--- config.mk ---
export PLATFORM = sky130hd
export DESIGN_NAME = peripheral_noc_inject_arbiter
export DESIGN_NICKNAME = d
export VERILOG_FILES = /design/src/rtl/peripheral_noc_inject_arbiter.sv
export SDC_FILE = /design/constraint.sdc
export NUM_CORES = 1
export LEC_CHECK = 0
export ABC_AREA = 0
export BUFFER_PORTS_ARGS = -buffer_cell sky130_fd_sc_hd__buf_2
export CAP_MARGIN = 20
export CORE_MARGIN = 10
export CORE_UTILIZATION = 41
export CTS_BUF_LIST = sky130_fd_sc_hd__clkbuf_16
export CTS_CLUSTER_DIAMETER = 120
export CTS_CLUSTER_SIZE = 14
export DETAILED_ROUTE_END_ITERATION = 8
export PLACE_DENSITY = 0.86
export SYNTH_ARGS = -nofsm -noshare
export SYNTH_HDL_FRONTEND = slang
export SYNTH_SLANG_ARGS = --single-unit
--- constraint.sdc ---
create_clock -name clk -period 2.41 [get_ports clk]
set_input_delay 0.482 -clock clk [delete_from_list [all_inputs] [get_ports clk]]
set_output_delay 0.482 -clock clk [all_outputs]
set_load 0.05 [all_outputs]
--- src/rtl/peripheral_noc_inject_arbiter.sv ---
// peripheral_noc_inject_arbiter
// Packet-atomic round-robin arbiter sharing one NoC injection lane among
// REQUESTERS local sources. The winner keeps the lane from its first flit to
// its last flit; flits reach the lane through one registered output stage.
// Optional feature: define PERIPHERAL_NOC_ARB_MAXLEN_EN to cut packets at
// MAX_FLITS flits (forced out_last, err_maxlen pulse, remainder sunk).
`timescale 1ns/1ps
module peripheral_noc_inject_arbiter #(
  parameter int FLIT_WIDTH = 34,
  parameter int REQUESTERS = 4,
  parameter int MAX_FLITS  = 16
) (
  input  logic                             clk,
  input  logic                             rst,
  input  logic [REQUESTERS*FLIT_WIDTH-1:0] in_flit,
  input  logic [REQUESTERS-1:0]            in_last,
  input  logic [REQUESTERS-1:0]            in_valid,
  output logic [REQUESTERS-1:0]            in_ready,
  output logic [FLIT_WIDTH-1:0]            out_flit,
  output logic                             out_last,
  output logic                             out_valid,
  input  logic                             out_ready,
  output logic [REQUESTERS-1:0]            grant,
  output logic                             err_maxlen
);

  localparam int IDX_W = (REQUESTERS > 1) ? $clog2(REQUESTERS) : 1;

  if (REQUESTERS < 2) begin : g_chk_requesters
    $error("peripheral_noc_inject_arbiter: REQUESTERS must be >= 2");
  end
  if (MAX_FLITS < 2) begin : g_chk_max_flits
    $error("peripheral_noc_inject_arbiter: MAX_FLITS must be >= 2");
  end

`ifdef PERIPHERAL_NOC_ARB_MAXLEN_EN
  typedef enum logic [1:0] {IDLE = 2'd0, BUSY = 2'd1, DROP = 2'd2} state_t;
`else
  typedef enum logic [1:0] {IDLE = 2'd0, BUSY = 2'd1} state_t;
`endif

  state_t                state;
  logic [IDX_W-1:0]      rr_ptr;
  logic [IDX_W-1:0]      owner_idx;
  logic [IDX_W-1:0]      pick_idx;
  logic [IDX_W-1:0]      next_ptr;
  logic                  pick_found;
  logic                  stage_free;
  logic                  accept;
  logic                  emit;
  logic                  trunc;
  logic                  owner_last;
  logic [FLIT_WIDTH-1:0] owner_flit;
  int                    cand;

  // The output register can take a new flit when empty or being drained.
  assign stage_free = !out_valid || out_ready;

  assign owner_last = in_last[owner_idx];
  assign owner_flit = in_flit[int'(owner_idx)*FLIT_WIDTH +: FLIT_WIDTH];

  // Pointer to the source after the current owner, wrapping at REQUESTERS-1.
  assign next_ptr = (owner_idx == IDX_W'(REQUESTERS - 1)) ? '0 : owner_idx + 1'b1;

  // Round-robin search: first valid source at or above rr_ptr, wrapping.
  always_comb begin
    pick_found = 1'b0;
    pick_idx   = '0;
    cand       = 0;
    for (int k = 0; k < REQUESTERS; k++) begin
      cand = int'(rr_ptr) + k;
      if (cand >= REQUESTERS) cand = cand - REQUESTERS;
      if (!pick_found && in_valid[cand]) begin
        pick_found = 1'b1;
        pick_idx   = IDX_W'(cand);
      end
    end
  end

  // Only the owner sees ready; while sinking a cut packet it ignores the stage.
  always_comb begin
    in_ready = '0;
    case (state)
      BUSY:    in_ready = grant & {REQUESTERS{stage_free}};
`ifdef PERIPHERAL_NOC_ARB_MAXLEN_EN
      DROP:    in_ready = grant;
`endif
      default: in_ready = '0;
    endcase
  end

  assign accept = |(in_ready & in_valid);
  assign emit   = accept && (state == BUSY);

`ifdef PERIPHERAL_NOC_ARB_MAXLEN_EN
  localparam int CNT_W = $clog2(MAX_FLITS);
  logic [CNT_W-1:0] flit_cnt;

  // The MAX_FLITS-th flit without last ends the packet on the lane.
  assign trunc = emit && !owner_last && (flit_cnt == CNT_W'(MAX_FLITS - 1));
`else
  assign trunc      = 1'b0;
  assign err_maxlen = 1'b0;
`endif

  // Ownership FSM: arbitrate in IDLE, hold the winner until its last flit.
  always_ff @(posedge clk or negedge rst) begin
    if (!rst) begin
      state     <= IDLE;
      grant     <= '0;
      rr_ptr    <= '0;
      owner_idx <= '0;
`ifdef PERIPHERAL_NOC_ARB_MAXLEN_EN
      flit_cnt   <= '0;
      err_maxlen <= 1'b0;
`endif
    end else begin
`ifdef PERIPHERAL_NOC_ARB_MAXLEN_EN
      err_maxlen <= trunc;
`endif
      case (state)
        IDLE: begin
`ifdef PERIPHERAL_NOC_ARB_MAXLEN_EN
          flit_cnt <= '0;
`endif
          if (pick_found) begin
            grant     <= {{(REQUESTERS-1){1'b0}}, 1'b1} << pick_idx;
            owner_idx <= pick_idx;
            state     <= BUSY;
          end
        end
        BUSY: begin
          if (accept) begin
            if (owner_last) begin
              state  <= IDLE;
              grant  <= '0;
              rr_ptr <= next_ptr;
`ifdef PERIPHERAL_NOC_ARB_MAXLEN_EN
              flit_cnt <= '0;
            end else if (trunc) begin
              state    <= DROP;
              flit_cnt <= '0;
            end else begin
              flit_cnt <= flit_cnt + 1'b1;
`endif
            end
          end
        end
`ifdef PERIPHERAL_NOC_ARB_MAXLEN_EN
        DROP: begin
          if (accept && owner_last) begin
            state  <= IDLE;
            grant  <= '0;
            rr_ptr <= next_ptr;
          end
        end
`endif
        default: state <= IDLE;
      endcase
    end
  end

  // Output stage: load an emitted flit, release valid once the lane took it.
  always_ff @(posedge clk or negedge rst) begin
    if (!rst) begin
      out_flit  <= '0;
      out_last  <= 1'b0;
      out_valid <= 1'b0;
    end else if (emit) begin
      out_flit  <= owner_flit;
      out_last  <= owner_last || trunc;
      out_valid <= 1'b1;
    end else if (stage_free) begin
      out_valid <= 1'b0;
    end
  end

endmodule

### Yosys cells after proc, flatten, opt, wreduce, memory -nomap -nowiden

Index checks and enable logic that the tools add are counted.

* register bits after elaboration: 46
* bits of input ports: 147

* add/subtract/negate cells: 8
* multipliers: 1
* magnitude comparators: 9
* equal/unequal tests: 5
* shift-type cells: 2
* multiplexer cells: 38
* bitwise operators: 2
* reductions and logical operators: 17

Operators with widths (number)
* variable part select 136 x 9 -> 34 bit: 1
* less-than comparator 32 x 4 -> 1 bit (second input constant): 4
* 2-to-1 mux 32 bit: 4
* 2-to-1 mux 2 bit: 8
* 2-to-1 mux 4 bit: 4
* 2-to-1 mux 1 bit: 15
* subtractor 3 x 3 -> 4 bit (second input constant): 3
* binary-select mux 1 bit (select 2 bit): 5
* >= comparator 3 bit (second input constant): 3
* bitwise AND 4 bit: 2
* case mux 4 bit (2 select lines): 1
* multiplier 2 x 5 -> 7 bit (second input constant): 1
* adder 2 x 2 -> 3 bit (second input constant): 2
* != test 2 bit (second input constant): 3
* AND reduction 3 bit: 2
* logical AND 1 bit: 4
* logical NOT 1 bit: 4
* case mux 2 bit (2 select lines): 1
* AND reduction 4 bit: 1
* nonzero test 2 bit: 2
* OR reduction 4 bit: 1
* << shifter 1 x 2 -> 4 bit (first input constant): 1
* subtractor 2 x 3 -> 4 bit (second input constant): 1
* adder 2 x 1 -> 3 bit (second input constant): 1
* other kinds (8): 8

### Logic depth before layout (Yosys ltp)

Gate-level depths: netlist of run 1.

* word-level depth: 18
* mapped depth: 5

### Least setup slack after synthesis of run 1

OpenSTA, ideal clock, no wires.

* path type: register -> register
* start point: register grant[1]
* end point: register out_flit[0]
* data arrival time: 1.783 ns
* data required time: 2.285 ns
* setup slack: 0.503 ns
* stages on the path, launching flop included: 5
* path buffers: 1
* cells stage by stage: dfrtp_1 -> a22o_1 -> o211ai_4 -> buf_4 -> mux2_2

* longest elaborated chain between the ends: 5

Ends and longest elaborated chain
* from (decl): RTL line 23 `output logic [REQUESTERS-1:0] grant,`
* from (signal assigned): RTL line 127 `grant <= {{(REQUESTERS-1){1'b0}}, 1'b1} << pick_idx;`
* bitwise AND 4 bit: RTL line 84 `BUSY: in_ready = grant & {REQUESTERS{stage_free}};`
* 2-to-1 mux 4 bit: RTL line 83 `case (state)`
* bitwise AND 4 bit: RTL line 92 `assign accept = |(in_ready & in_valid);`
* OR reduction 4 bit: RTL line 92
* logical AND 1 bit: RTL line 93 `assign emit = accept && (state == BUSY);`
* to (signal assigned): RTL line 170 `out_flit <= owner_flit;`
* to (decl): RTL line 19 `output logic [FLIT_WIDTH-1:0] out_flit,`

No other way between the ends.
A chain may end at the register's enable or synchronous reset.

### Worst setup path in the final report of run 1

* start point: register out_valid
* end point: output in_ready[0]

* longest elaborated chain between the ends: 4

Ends and longest elaborated chain
* from (decl): RTL line 21 `output logic out_valid,`
* from (signal assigned): RTL line 168 `out_valid <= 1'b0;`
* from (signal assigned): RTL line 172 `out_valid <= 1'b1;`
* from (signal assigned): RTL line 174 `out_valid <= 1'b0;`
* logical NOT 1 bit: RTL line 57 `assign stage_free = !out_valid || out_ready;`
* logical OR 1 bit: RTL line 57
* bitwise AND 4 bit: RTL line 84
* 2-to-1 mux 4 bit: RTL line 83
* to (decl): RTL line 18 `output logic [REQUESTERS-1:0] in_ready,`

No other way between the ends.

==> results of run 1 <==
[power by group]
part | total [mW] | switching, mW | internal, mW
Clock | 0.864 | 0.273 | 0.592
Sequential | 0.755 | 0 | 0.755
Combinational | 0.192 | 0.0665 | 0.126
[metrics by stage]
| step | power [mW] | area [um2] |
|---|---|---|
| finish | 1.81 | 3910 |
| global placement | 0.954 | 3720 |
| detailed placement | 0.964 | 3720 |
| floorplan | 0.826 | 2700 |
| CTS | 1.83 | 3910 |
| global route | 1.89 | 3910 |
[critical path, stage by stage, from the launching register on]
cell and delay [ps]:
dfrtp_1 380, nand2b_1 230, and3_1 200, buf_2 260
[final cells by class]
type	count	area (um2)	share of cell area
timing repair buffer	198	1010	0.259
sequential	45	1130	0.289
clock inverter	3	65.1	0.0167
tap	77	96.3	0.0247
inverter	2	7.51	0.00192
clock buffer	5	125	0.0320
multi-input combinational	112	1470	0.377
[layout by cell type (no fill, tap or decap), types with 2 or more instances in the layout]
cell type	synthesis	routed
a21oi_1	3	3
mux2_4	2	2
and3_1	4	4
dfrtp_1	45	44
bufinv_16	0	2
nand2b_1	2	2
inv_1	2	2
clkbuf_16	0	5
nand2_1	8	8
o21ai_0	3	3
mux4_2	35	35
nor2_1	3	3
o32ai_1	4	4
a22o_1	2	2
buf_2	5	190
mux2_2	34	34
buf_4	4	8
[metal layers]
metal,track usage,up-vias
met5,0,-
met4,0.0247,2
met3,0.0672,8
met2,0.309,98
met1,0.164,1131
li1,-,1069
[logic make-up (layout without fill, tap and decap cells)]
family | after synthesis | count (layout)
AO/OA/AOI/OAI | 18 | 18
adder cells (fa/ha/maj) | 1 | 1
buffers and inverters | 16 | 208
flip-flops | 45 | 45
multiplexers | 72 | 72
other | 1 | 1
AND/OR/NAND/NOR | 20 | 20
[registers in the layout, indices dropped and copies added (netlist names)]
| name | count |
|---|---|
| grant | 4 |
| out_flit | 34 |
| out_last | 1 |
| out_valid | 1 |
| owner_idx | 2 |
| rr_ptr | 2 |
| state | 1 |
[path summary, 6_finish.rpt]
path | from | cells after the start | end | slack, ps
setup / recovery | out_valid | 3 | in_ready[0] | 570
hold / removal | rst | 1 | out_flit[2] | 130
setup reg to reg | owner_idx[0] | 3 | out_flit[17] | 690
hold reg to reg | out_last | 1 | out_last | 480
max in group asynchronous | rst | 2 | owner_idx[0] | 1570
min in group clk | out_last | 1 | out_last | 480
==> flow_summary.yaml, run 1 <==
cells_and_area:
  fin_util: 0.612
  fin_cells: 442
  fillCellCount: 538
  final_nets: 512
  drive_gt1_frac: 0.767
  area_delta_synth_final_pct: 44.9
  num_antenna_cells: 0
placed_design:
  gp_congestion: 0.897
  hpwl_mm: 7.50
  pre_cts_slack_ps: 531
  dp.cells: 434
  io_buffers: 190
clock_tree:
  clkTransAtPathRegs_ps: 60
  h-tree-depth: 2
  clockBufferDepth: 2
  postCtsHoldBufs: 0
  cts_buffers: 5
  cts_tree: "yes"
  postCtsResizedCells: 0
  cts_setup_buffers: 0
  clock_latency_ps: 280
  cts.root.buffer_cell: "clkbuf_16"
  cts.sinks: 45
setup_path:
  worstPathArrival_ps: 1360
  required_ps: 1930
  cp-end-kind: "output pin"
  start_kind: "register"
  critPathMaxFanout: 6
  crit_type: "reg -> out"
sta:
  skew_ps: 6.27
  fin_ws_ps: 566
  fin_crit_sh: 0.765
  fin_setup_tns_ps: 0
  rsz0062_at_grt: "false"
  hold_viol_final: 0
  period_needed_ps: 1840
  whs_ps: 130
  drv_slew: 0
  max_freq_mhz: 542
  finalSetupViolCount: 0
grt:
  grt_pass1_vias: 2718
  antenna_found_initial: 1
  grt_max_degree: 29
  grt_pass1_wl_mm: 13.5
  grtUsageTotal: 0.163
  grt_overflow: 0
worst_hold_path:
  min_path_type: "in -> async"
yosys:
  synth_area_leaders: "dfrtp_1, mux4_2, mux2_2"
  synth_most_common_cell: "dfrtp_1"
  synth-simple-area-share: 0.0385
  synth.area.mux_share: 0.449
  ys_warn_count: 0
  synth_cell_types: 30
  synthCells: 173
  synth_edf_count: 0
  synthAdderAreaFrac: 0.00464
  async_flop_share: 1.00
  synth_compound_area_frac: 0.0529
  avgSynthCellArea_um2: 15.6
  yosysSeqAreaShare: 0.418
  synth_flop_cell: "dfrtp_1"
  synth_top_area_cell: "dfrtp_1"
  yosys-top-cells-count: "dfrtp_1, mux4_2, mux2_2, nand2_1, buf_2"
  syn-cell-area_mm2: 0.00270
  synth_nets: 321
  ys_ff_latch: 45
  synth_top_family_by_area: "multiplexers"
  synth_top_area_share: 0.418
  synth-xor-area-share: 0
routing:
  wirelength_met1_mm: 2.94
  wl_per_cell_um: 19.6
  wl_mm: 8.68
  via_per_inst: 5.22
  dr_wl_met2_mm: 4.88
  highest_layer: "met5"
  drtPass1Iterations: 4
  dr.first_iter.drc_count: 60
  wl_met3_um: 795
  route.detailed.drc: 0
  ant_nets: 0
  vias: 2308
power:
  ir_drop_mv: 0.296
  power_density_mw_per_mm2: 464
  p_leak_nw: 2.10
die:
  die_area_mm2: 0.0102
  core_area_mm2: 0.00639
  floorplan.rows: 29
  ios: 192
  die_h_um: 101
  die_w_um: 101
  start_util: 0.422
run:
  max_cap_violations: 0
run_status:
  status: "complete, no violations"
No activity file was read; power rests on OpenSTA's default activity.
==> run 2: changes to the inputs <==
clock period = 1.9 ns   (was 2.41 ns; I/O delays follow)
==> run 2 against run 1 <==
Net effect:
- flip-flop and latch count did not move
- clock power fell by 5.9%
- sequential power rose by 27%
- first-iteration DRC count fell by 37%
- via count rose by 1.9%
- wire length rose by 2.9%
- worst hold slack got worse by 33 ps
- cell area rose by 0.29%
==> flow_summary.yaml, run 2 (synthesized netlist as in run 1, its figures left out) <==
cells_and_area:
  reg.largest.list: "out_flit (34), grant (4)"
  most-common-layout-cells: "buf_2, dfrtp_1, mux4_2"
  drive_gt1_frac: 0.764
  largest_register_ffs: 34
  num_antenna_cells: 0
  final_nets: 512
  area_delta_synth_final_pct: 45.3
  top_register: "out_flit"
  layout_commonest_cell: "buf_2"
sta:
  period_needed_ps: 1700
  fin_ws_ps: 195
  drv_slew: 0
  finalSetupViolCount: 0
  hold_viol_final: 0
  fin_setup_tns_ps: 0
  whs_ps: 97.1
  skew_ps: 5.30
  fin_crit_sh: 0.897
  max_freq_mhz: 587
  rsz0062_at_grt: "false"
  tightestPinTransition_ps: 585
  slew_headroom: 0.610
clock_tree:
  clkTransAtPathRegs_ps: 60
  postCtsResizedCells: 0
  postCtsHoldBufs: 0
  h-tree-depth: 2
  cts_buffers: 5
  cts.sinks: 45
  clock_latency_ps: 280
  cts.root.buffer_cell: "clkbuf_16"
  cts_tree: "yes"
  cts_setup_buffers: 0
  clockBufferDepth: 2
placed_design:
  gp_congestion: 0.813
  hpwl_mm: 7.64
  io_buffers: 190
  pre_cts_slack_ps: 128
grt:
  grt_pass1_wl_mm: 13.5
  grt_pass1_vias: 2697
  grtUsageTotal: 0.166
  antenna_found_initial: 1
  grt_overflow: 0
  grt_max_degree: 25
run_status:
  status: "complete, no violations"
routing:
  vias: 2353
  wl_mm: 8.93
  wl_per_cell_um: 20.2
  route.detailed.drc: 0
  ant_nets: 0
  via_per_inst: 5.32
  drtPass1Iterations: 4
  dr.first_iter.drc_count: 38
setup_path:
  worstPathArrival_ps: 1860
  start_kind: "register"
  cp-end-kind: "register"
  critPathMaxFanout: 18
  required_ps: 2060
  crit_type: "reg -> reg"
power:
  p_leak_nw: 2.09
  power_density_mw_per_mm2: 516
  ir_drop_mv: 0.291
  power_mw: 2.02
run:
  max_cap_violations: 0
die:
  die_w_um: 101
  die_h_um: 101
  core_area_mm2: 0.00639
  die_area_mm2: 0.0102
  floorplan.rows: 29
  start_util: 0.422
  ios: 192
worst_hold_path:
  min_path_type: "in -> async"
==> run 2: changes by cell type in the layout (fill, tap and decap cells not counted), sizes merged <==
cell and delta:
bufinv -2, clkinv +2
==> run 2: final timing paths <==
path	cells past startpoint	from	slack (ps)	endpoint
worst max-delay path	4	grant[1]	200	out_flit[24]
worst min-delay path	1	rst	100	grant[0]
worst max register to register	4	grant[1]	200	out_flit[24]
worst min register to register	1	out_last	480	out_last
max in group asynchronous	2	rst	1270	owner_idx[0]
min in group clk	1	out_last	480	out_last
==> run 2: worst max-delay path, cell delays in order, from the launching register on <==
cell and delay, ps:
dfrtp_2 420, a22o_1 270, o211ai_4 330, buf_12 210, mux2_2 340
==> run 2: cell type report <==
| class | count | area, um2 |
|---|---|---|
| Fill cell | 531 | 2470 |
| Multi-Input combinational cell | 112 | 1470 |
| Sequential cell | 45 | 1130 |
| Timing Repair Buffer | 198 | 1070 |
| Clock buffer | 5 | 125 |
| Tap cell | 77 | 96.3 |
| Clock inverter | 3 | 12.5 |
| Inverter | 2 | 7.51 |
==> run 2: routing by layer <==
| layer | part of all wire | up-vias | track usage |
|---|---|---|---|
| li1 | - | 1077 | - |
| met1 | 0.32 | 1163 | 0.161 |
| met2 | 0.58 | 103 | 0.321 |
| met3 | 0.092 | 8 | 0.0665 |
| met4 | 0.0076 | 2 | 0.0300 |
| met5 | 0.00078 | - | 0 |
==> run 2: per-stage QoR <==
step	std cells	util	instance area, um2
after global placement	434	0.592	3780
after global routing	442	0.613	3920
after detailed placement	434	0.592	3780
after floorplan	173	-	2700
after CTS	442	0.613	3920
final	442	0.613	3920
==> run 2: power by group <==
group,internal [mW],switching [mW],total [mW]
sequential,0.958,0,0.958
clock,0.476,0.337,0.813
combinational,0.162,0.0865,0.249
==> run 3: changes to the inputs <==
BUFFER_PORTS_ARGS = -buffer_cell sky130_fd_sc_hd__buf_4   (was -buffer_cell sky130_fd_sc_hd__buf_2)
RECOVER_POWER = 100   (was unset)
clock period = 1.7 ns   (was 1.9 ns; I/O delays follow)
==> run 3 against run 2 <==
Net effect:
- cell area grew 8.9%
- first-iteration DRC count grew 21%
- register-to-register slack lost 150 ps
- combinational power grew 49%
- worst hold slack gained 180 ps
- sequential power grew 12%
- count of clock-buffer cells in the layout is the same
- critical path depth grew 1
- critical path type unchanged
- non-clock buffer count grew 4
- clock skew shrank 3.0 ps
==> flow_summary.yaml, run 3 (synthesized netlist as in run 1, its figures left out) <==
clock_tree:
  clkTransAtPathRegs_ps: 60
  h-tree-depth: 2
  cts.sinks: 45
  cts.root.buffer_cell: "clkbuf_16"
  postCtsHoldBufs: 0
  clock_latency_ps: 270
  cts_tree: "yes"
  clockBufferDepth: 2
  cts_buffers: 5
power:
  p_sw_frac: 0.194
  p_sw_mw: 0.452
  power_density_mw_per_mm2: 544
  p_leak_nw: 2.07
  ir_drop_mv: 0.494
  pwr-share-comb: 0.160
  power_frac_seq: 0.461
  power.share.clock: 0.379
  p_int_mw: 1.87
cells_and_area:
  fin_util: 0.668
  drive_gt1_frac: 0.672
  fillCellCount: 516
  most-common-layout-cells: "buf_4, dfrtp_1, clkbuf_1"
  layout_commonest_cell: "buf_4"
  fin_area_mm2: 0.00427
  largest_register_ffs: 34
  reg.largest.list: "out_flit (34), grant (4)"
  final_nets: 516
  num_antenna_cells: 0
  area_delta_synth_final_pct: 58.2
  top_register: "out_flit"
run_status:
  status: "complete, no violations"
setup_path:
  crit-reg2reg-launch: "grant[2]"
  worstPathArrival_ps: 1820
  start_kind: "register"
  cp-end-kind: "register"
  crit_type: "reg -> reg"
  required_ps: 1860
  r2r_slack_ps: 40
  critPathMaxFanout: 22
  r2r_cells: 5
  timing.rr.end: "rr_ptr[1]"
sta:
  drv_slew: 0
  max_freq_mhz: 603
  finalSetupViolCount: 0
  tightestPinTransition_ps: 1120
  hold_viol_final: 0
  slew_headroom: 0.255
  skew_ps: 2.28
  fin_crit_sh: 0.976
  rsz0062_at_grt: "true"
  fin_ws_ps: 40.8
  period_needed_ps: 1660
routing:
  vias: 2394
  route.detailed.drc: 0
  dr.first_iter.drc_count: 46
  ant_nets: 0
  wl_mm: 9.36
  wl_per_cell_um: 21.0
  via_per_inst: 5.37
  drtPass1Iterations: 5
grt:
  antenna_found_initial: 0
  grt_overflow: 0
  grt_pass1_vias: 2778
  grtUsageTotal: 0.173
  grt_max_degree: 46
  grt_pass1_wl_mm: 14.1
placed_design:
  io_buffers: 190
  post_dp_cell_area_mm2: 0.00427
  pre_cts_slack_ps: -18.4
  gp_congestion: 0.760
  hpwl_mm: 7.91
die:
  ios: 192
  core_area_mm2: 0.00639
  die_w_um: 101
  die_area_mm2: 0.0102
  floorplan.rows: 29
  die_h_um: 101
  start_util: 0.422
run:
  max_cap_violations: 0
worst_hold_path:
  min_path_type: "in -> async"
## run 3: changes by cell type in the layout (fill, tap and decap cells not counted), sizes merged
cell,change
clkinv,-3
clkbuf,+40
buf,-36
inv,+3
## run 3: critical path, stage by stage, from the launching register on
cell      delay, ps
dfrtp_2         430
a22o_1          250
o211ai_4        260
buf_12          210
nor2b_4          90
mux2_4          290
## run 3: what timing repair did
item / CTS / global route
gates resized for setup: 0 / 1
endpoints found under the setup margin: 0 / 8
buffers inserted: 0 / 1
hold endpoints to repair: 0 / 0
## run 3: final cells by class
cell class,instances,area [um2],share of cell area
Multi-Input combinational cell,112,1470,0.345
Timing Repair Buffer,202,1420,0.333
Sequential cell,45,1130,0.266
Clock buffer,5,125,0.0293
Tap cell,77,96.3,0.0226
Clock inverter,3,11.3,0.00264
Inverter,2,7.51,0.00176
## run 3: worst max-delay path by stage
stage,startpoint,end,cells after the start
final,grant[2],rr_ptr[1],5
after global routing,grant[2],rr_ptr[1],5
after CTS,out_valid,in_ready[0],4
after detailed placement,in_valid[2],rr_ptr[1],6
after global placement,in_valid[2],rr_ptr[1],6
after floorplan,grant[2],out_flit[0],4
## run 3: metrics by stage
step	total power, mW	hold slack [ps]	std cells	TNS (ps)
floorplan	1.17	44.4	173	-2160
global placement	1.45	368	437	0
detailed placement	1.47	378	437	-36.4
CTS	2.36	85.7	445	0
global route	2.44	364	446	-13.2
finish	2.32	275	446	0
## run 3: metal layers
layer  up-vias  wire [um]  track usage
met4         0         97       0.0322
met1      1192       3070        0.173
li1       1080          -            -
met3         8        900       0.0686
met5         -          0            0
met2       114       5290        0.330
## run 3: power groups by stage
stage	Sequential [mW]	Combinational (mW)	Clock, mW
3_5_place_dp	1.09	0.376	0
6_report	1.07	0.372	0.879
5_1_grt	1.07	0.399	0.969
2_1_floorplan	1.09	0.0804	0
3_3_place_gp	1.09	0.359	0
4_1_cts	1.07	0.377	0.908
